<file path="src/rtl/gated_rca_pkg.sv">
// Shared types and sizing helpers for the gated, pipelined ripple-carry adder.
package gated_rca_pkg;

  typedef enum logic [1:0] {IDLE, WAKE, ACTIVE} fsm_state_t;

  localparam int unsigned MAX_STAGES = 4;

  function automatic int unsigned seg_width(input int unsigned width, input int unsigned stages);
    return width / stages;
  endfunction

  // Width of a counter holding 0 .. idle_cycles-1 (never narrower than one bit).
  function automatic int unsigned idle_cnt_width(input int unsigned idle_cycles);
    return (idle_cycles <= 2) ? 1 : $clog2(idle_cycles);
  endfunction

endpackage

</file>
<file path="src/rtl/clock_gating_cell.sv">
// Latch-based integrated clock gate: enable is captured while clk is low so gclk never glitches.
module clock_gating_cell (
  input  logic clk,
  input  logic en,
  output logic gclk
);

  logic en_lat;

  always_latch begin
    if (!clk) en_lat = en;
  end

  assign gclk = clk & en_lat;

endmodule

</file>
<file path="src/rtl/rca_pipe_stage.sv">
// One carry segment of the pipelined adder: segment add plus operand/sum/carry registers on the gated
// clock, and the stage valid bit on the free-running clock.
module rca_pipe_stage #(
  parameter int unsigned WIDTH  = 16,
  parameter int unsigned SEG    = 8,
  parameter int unsigned OFFSET = 0,
  parameter int unsigned APPROX = 0
) (
  input  logic             clk,
  input  logic             gclk,
  input  logic             rst,
  input  logic             adv,
  input  logic             valid_in,
  input  logic [WIDTH-1:0] a_in,
  input  logic [WIDTH-1:0] b_in,
  input  logic [WIDTH-1:0] sum_in,
  input  logic             carry_in,
  output logic             valid_q,
  output logic [WIDTH-1:0] a_q,
  output logic [WIDTH-1:0] b_q,
  output logic [WIDTH-1:0] sum_q,
  output logic             carry_q
);

  logic [SEG-1:0]   a_seg;
  logic [SEG-1:0]   b_seg;
  logic [SEG-1:0]   s_seg;
  logic [WIDTH-1:0] sum_next;
  logic             rc;
  logic             c_out;

  assign a_seg = a_in[OFFSET +: SEG];
  assign b_seg = b_in[OFFSET +: SEG];

  // Approximate bits are plain ORs; the last one's AND becomes the carry into the exact part.
  always_comb begin
    rc    = carry_in;
    s_seg = '0;
    for (int unsigned i = 0; i < SEG; i++) begin
      if (i < APPROX) begin
        s_seg[i] = a_seg[i] | b_seg[i];
        rc       = a_seg[i] & b_seg[i];
      end else begin
        s_seg[i] = a_seg[i] ^ b_seg[i] ^ rc;
        rc       = (a_seg[i] & b_seg[i]) | (rc & (a_seg[i] ^ b_seg[i]));
      end
    end
    c_out = rc;
  end

  always_comb begin
    sum_next                = sum_in;
    sum_next[OFFSET +: SEG] = s_seg;
  end

  always_ff @(posedge clk or negedge rst) begin
    if (!rst)     valid_q <= 1'b0;
    else if (adv) valid_q <= valid_in;
  end

  always_ff @(posedge gclk or negedge rst) begin
    if (!rst) begin
      a_q     <= '0;
      b_q     <= '0;
      sum_q   <= '0;
      carry_q <= 1'b0;
    end else begin
      a_q     <= a_in;
      b_q     <= b_in;
      sum_q   <= sum_next;
      carry_q <= c_out;
    end
  end

endmodule

</file>
<file path="src/rtl/gated_pipe_rca.sv">
// Pipelined segmented (optionally LOA-approximate) ripple-carry adder with per-stage clock gating,
// global stall and an idle FSM. Define GATED_RCA_STATS_EN to add the gated_cycles counter port.
module gated_pipe_rca
  import gated_rca_pkg::*;
#(
  parameter int unsigned WIDTH       = 16,
  parameter int unsigned APPROX      = 0,
  parameter int unsigned STAGES      = 2,
  parameter int unsigned IDLE_CYCLES = 4
) (
  input  logic             clk,
  input  logic             rst,
  input  logic             in_valid,
  output logic             in_ready,
  input  logic [WIDTH-1:0] a,
  input  logic [WIDTH-1:0] b,
  input  logic             cin,
  output logic             out_valid,
  input  logic             out_ready,
  output logic [WIDTH-1:0] sum,
  output logic             cout
`ifdef GATED_RCA_STATS_EN
  ,
  output logic [31:0]      gated_cycles
`endif
);

  localparam int unsigned SEG   = seg_width(WIDTH, STAGES);
  localparam int unsigned CNT_W = idle_cnt_width(IDLE_CYCLES);

  if ((STAGES < 1) || (STAGES > MAX_STAGES) || (WIDTH % STAGES != 0) ||
      (APPROX >= SEG) || (IDLE_CYCLES < 1)) begin : g_bad_cfg
    $error("gated_pipe_rca: illegal WIDTH/STAGES/APPROX/IDLE_CYCLES combination");
  end

  fsm_state_t        state, state_next;
  logic [CNT_W-1:0]  idle_cnt, idle_cnt_next;
  logic              pipe_empty;
  logic              advance;
  logic              accept;

  logic [STAGES-1:0] v;
  logic [STAGES-1:0] ven;
  logic [STAGES-1:0] en;
  logic [STAGES-1:0] gclk;
  logic [WIDTH-1:0]  a_pipe   [STAGES+1];
  logic [WIDTH-1:0]  b_pipe   [STAGES+1];
  logic [WIDTH-1:0]  sum_pipe [STAGES+1];
  logic              c_pipe   [STAGES+1];
  logic              unused_tail;

  assign out_valid = v[STAGES-1];
  assign advance   = !out_valid || out_ready;
  assign in_ready  = advance && (state == ACTIVE);
  assign accept    = in_valid && in_ready;

  assign a_pipe[0]   = a;
  assign b_pipe[0]   = b;
  assign sum_pipe[0] = '0;
  assign c_pipe[0]   = cin;

  for (genvar k = 0; k < STAGES; k++) begin : g_stage
    if (k == 0) begin : g_head
      assign ven[k] = accept;
    end else begin : g_tail
      assign ven[k] = v[k-1];
    end

    // A stage only clocks its data when a beat is actually moving into it.
    assign en[k] = advance && ven[k] && (state != IDLE);

    clock_gating_cell u_cg (
      .clk  (clk),
      .en   (en[k]),
      .gclk (gclk[k])
    );

    rca_pipe_stage #(
      .WIDTH  (WIDTH),
      .SEG    (SEG),
      .OFFSET (k * SEG),
      .APPROX ((k == 0) ? APPROX : 0)
    ) u_stage (
      .clk      (clk),
      .gclk     (gclk[k]),
      .rst      (rst),
      .adv      (advance),
      .valid_in (ven[k]),
      .a_in     (a_pipe[k]),
      .b_in     (b_pipe[k]),
      .sum_in   (sum_pipe[k]),
      .carry_in (c_pipe[k]),
      .valid_q  (v[k]),
      .a_q      (a_pipe[k+1]),
      .b_q      (b_pipe[k+1]),
      .sum_q    (sum_pipe[k+1]),
      .carry_q  (c_pipe[k+1])
    );
  end

  assign sum         = sum_pipe[STAGES];
  assign cout        = c_pipe[STAGES];
  assign unused_tail = ^{a_pipe[STAGES], b_pipe[STAGES]};

  always_ff @(posedge clk or negedge rst) begin
    if (!rst) begin
      state    <= IDLE;
      idle_cnt <= '0;
    end else begin
      state    <= state_next;
      idle_cnt <= idle_cnt_next;
    end
  end

  always_comb begin
    state_next    = state;
    idle_cnt_next = '0;
    pipe_empty    = (v == '0) && !in_valid;
    case (state)
      IDLE:   if (in_valid) state_next = WAKE;
      WAKE:   state_next = ACTIVE;
      ACTIVE: begin
        if (pipe_empty) begin
          if (idle_cnt == CNT_W'(IDLE_CYCLES - 1)) state_next = IDLE;
          else                                     idle_cnt_next = idle_cnt + 1'b1;
        end
      end
      default: state_next = IDLE;
    endcase
  end

`ifdef GATED_RCA_STATS_EN
  always_ff @(posedge clk or negedge rst) begin
    if (!rst)                               gated_cycles <= '0;
    else if (!en[0] && (gated_cycles != '1)) gated_cycles <= gated_cycles + 32'd1;
  end
`endif

endmodule
</file>
<file path="config.mk">
export PLATFORM = sky130hd
export DESIGN_NAME = gated_pipe_rca
export DESIGN_NICKNAME = d
export VERILOG_FILES = /design/src/rtl/gated_rca_pkg.sv /design/src/rtl/clock_gating_cell.sv /design/src/rtl/rca_pipe_stage.sv /design/src/rtl/gated_pipe_rca.sv
export SDC_FILE = /design/constraint.sdc
export NUM_CORES = 1
export LEC_CHECK = 0
export BUFFER_PORTS_ARGS = -buffer_cell sky130_fd_sc_hd__buf_2
export CORE_MARGIN = 5
export CORE_UTILIZATION = 53
export DETAILED_ROUTE_END_ITERATION = 8
export PLACE_DENSITY = 0.82
export SKIP_CTS_REPAIR_TIMING = 1
export SYNTH_ARGS = -nofsm -noshare
export SYNTH_HDL_FRONTEND = slang
export SYNTH_SLANG_ARGS = --single-unit
export TNS_END_PERCENT = 10
</file>
<file path="constraint.sdc">
create_clock -name clk -period 11.3 [get_ports clk]
set_clock_uncertainty 0.1 [all_clocks]
set_input_delay 1.695 -clock clk [delete_from_list [all_inputs] [get_ports clk]]
set_output_delay 1.695 -clock clk [all_outputs]
set_load 0.01 [all_outputs]
</file>
==> metrics.md <==
| Metric | Value |
|---|---|
| Layout cells sized above 1 | `42.0%` |
| Vias in the first global route | `1,211` |
| Final Hold Viols | `0` |
| Die height | `68.0 um` |
| Measured slew at the worst slew-check pin | `0.993 ns` |
| Pins over their slew limit | `0` |
| Simple-Gate Fraction of Synth Area | `6.60%` |
| Synthesized cell area | `1780 sq um` |
| CORE AREA | `3280 sq um` |
| CP endpoint kind | `latch` |
| Setup TNS | `0 ns` |
| Critical R2R Launch | `g_stage[1].u_stage.valid_q$_DFFE_PN0N_` |
| Die width | `68.0 um` |
| Synth Warn # | `0` |
| Yosys reg bits | `50` |
| Total global-route track usage | `17.8%` |
| Adder-cell share of the synthesized area | `18.7%` |
| Worst path required time | `6.20 ns` |
| GRT met2 Usage | `27.6%` |
| Remaining global-route overflow | `0` |
| Initial DRC count | `37` |
| Largest family of logic cells by synthesized area | `adder cells` |
| Nets | `233` |
| N_diodes | `0` |
| Met1 usage | `17.9%` |
| Initial core utilization | `54.2%` |
| Post-Synthesis Cells | `107` |
| Cell area power density | `107 nW/um^2` |
| Via/cell ratio | `4.56` |
| Clock Latency Late Sink | `0.69 ns` |
| DRC violations left | `0` |
| Avg WL per Cell | `14.2 um` |
| Area grow syn2layout | `25.9%` |
| First-pass GRT wire length | `5.35 mm` |
| Met3 usage | `6.24%` |
| Final setup violation count | `0` |
| Hold Crit Class | `register to register` |
| Worst setup path class | `input pin to latch` |
| Port Buffers | `55` |
| Post-synthesis compound-gate area fraction | `0.983%` |
| Largest net degree at the start of global routing | `49` |
| DR pass1 iterations | `4` |
| Max Cap Viol | `0` |
| Mapped Nets | `161` |
| Post-synth cell types | `19` |
| Crit. Startpoint | `out_ready` |
| Worst hold slack | `0.312 ns` |
| Status | `finished clean` |
| Xor and xnor fraction of the mapped netlist area | `0%` |
| Slew margin rel. | `33.8%` |
| Gpl congestion | `0.711` |
| Antenna viol nets, final | `0` |
| Min-delay src | `g_stage[0].u_stage.sum_q[1]$_DFF_PN0_` |
| Clock transition at path regs | `0.12 ns` |
| Final wirelength | `3.23 mm` |
| Crit start category | `input pin` |
| Avg Inst Size Synth | `16.7 sq um` |
| Leakage power | `1.16 nW` |
| Initial antenna violation count | `0` |
| Post-place setup slack | `3.33 ns` |
| Unrepaired setup endpoints after global routing | `no` |
| Worst setup margin | `3.97 ns` |
| Die area | `4620 sq um` |
| GRT busiest layer | `met2` |
| Ports | `56` |
| Crit path DAT | `2.23 ns` |
| Crit path max fanout | `5` |
| Mux contribution to synthesized area | `0%` |
| Max VDD drop | `0.000112 V` |
| Rows | `21` |
| Hpwl dp | `2.48 mm` |
| CTS tree | `yes` |
| DR vias | `1,035` |
state kept, by name, summed over array words and instances (netlist names):
name                     flops
state                        2
idle_cnt                     2
g_stage.u_stage.sum_q       24
g_stage.u_stage.a_q          8
g_stage.u_cg.en_lat          2
g_stage.u_stage.valid_q      2
g_stage.u_stage.b_q          8
g_stage.u_stage.carry_q      2
cells by family after synthesis:
family                   count (synthesis)
latches                                  2
adder cells (fa/ha/maj)                 17
buffers and inverters                   22
AND/OR/NAND/NOR                         15
AO/OA/AOI/OAI                            3
flip-flops                              48
cells in the mapped netlist, drive strengths merged:
master	count	area share (%)
and2b	1	0.42
dlxtn	2	1.7
nor3	3	1.1
or2	1	0.35
nand3b	1	0.42
nor4	1	1.2
ha	1	0.70
or3	1	0.63
nor4b	1	0.49
dfrtp	48	67
o31ai	1	0.42
o21ai	2	0.56
fa	16	18
nor2	2	0.42
nand2b	2	0.84
and2	2	0.70
inv	22	4.6
report_power, final:
group	internal (mW)	switching, mW
Clock	0.0457	0.0331
Sequential	0.0840	0.0131
Combinational	0.0278	0.0353
Total	0.157	0.0815
worst max-delay path, cell delays in order:
cell and delay [ns]:
buf_2 0.08, and2b_1 0.23, nor3_1 0.22
through the flow:
step	total power [mW]	std cells	area (sq um)	utilization (%)
after detailed placement	0.169	208	2110	64.4
after floorplan	0.136	107	1780	-
after global routing	0.257	227	2240	68.3
final	0.239	227	2240	68.3
after CTS	0.243	227	2240	68.3
after global placement	0.160	208	2110	64.4
cell type report:
| type | instances | area [sq um] |
|---|---|---|
| Sequential cell | 50 | 1230 |
| Tap cell | 46 | 57.6 |
| Fill cell | 254 | 1040 |
| Timing Repair Buffer | 55 | 275 |
| Clock inverter | 1 | 5.00 |
| Inverter | 22 | 82.6 |
| Multi-Input combinational cell | 35 | 468 |
| Clock buffer | 18 | 124 |
layout by cell type (no fill, tap or decap):
master	synthesis	routed
dfrtp_1	48	48
nor3_1	2	2
o21ai_0	2	2
inv_1	22	22
dlxtn_1	2	2
nor4b_1	1	1
and2_1	2	2
and2b_1	1	1
clkbuf_1	0	3
or3_4	1	1
buf_2	0	55
nor3_2	1	1
fa_1	16	16
nand2b_1	1	1
nor4_4	1	1
nor2_1	2	2
clkinv_2	0	1
nand2b_2	1	1
or2_2	1	1
nand3b_1	1	1
o31ai_1	1	1
clkbuf_4	0	15
ha_1	1	1
layer usage:
| metal | up-vias | part of all wire, % |
|---|---|---|
| met5 | - | 0 |
| met4 | 0 | 4.6 |
| met3 | 16 | 6.9 |
| met2 | 52 | 54 |
| met1 | 510 | 34 |
| li1 | 457 | - |
path summary, 6_finish.rpt:
check / to / slack (ns) / cells past startpoint
setup / recovery: g_stage[0].u_cg.en_lat$_DLATCH_N_ / 3.97 / 3
hold / removal: g_stage[1].u_stage.sum_q[1]$_DFF_PN0_ / 0.31 / 0
setup reg to reg: g_stage[0].u_cg.en_lat$_DLATCH_N_ / 4.70 / 2
hold reg to reg: g_stage[1].u_stage.sum_q[1]$_DFF_PN0_ / 0.31 / 0
max in group gated: clock gate / 4.73 / 0
max in group asynchronous: g_stage[1].u_stage.valid_q$_DFFE_PN0N_ / 9.34 / 1
min in group gated: clock gate / 0.54 / 0
min in group asynchronous: g_stage[0].u_stage.a_q[12]$_DFF_PN0_ / 1.05 / 1
Note: power is estimated with default switching activity, not from simulation.
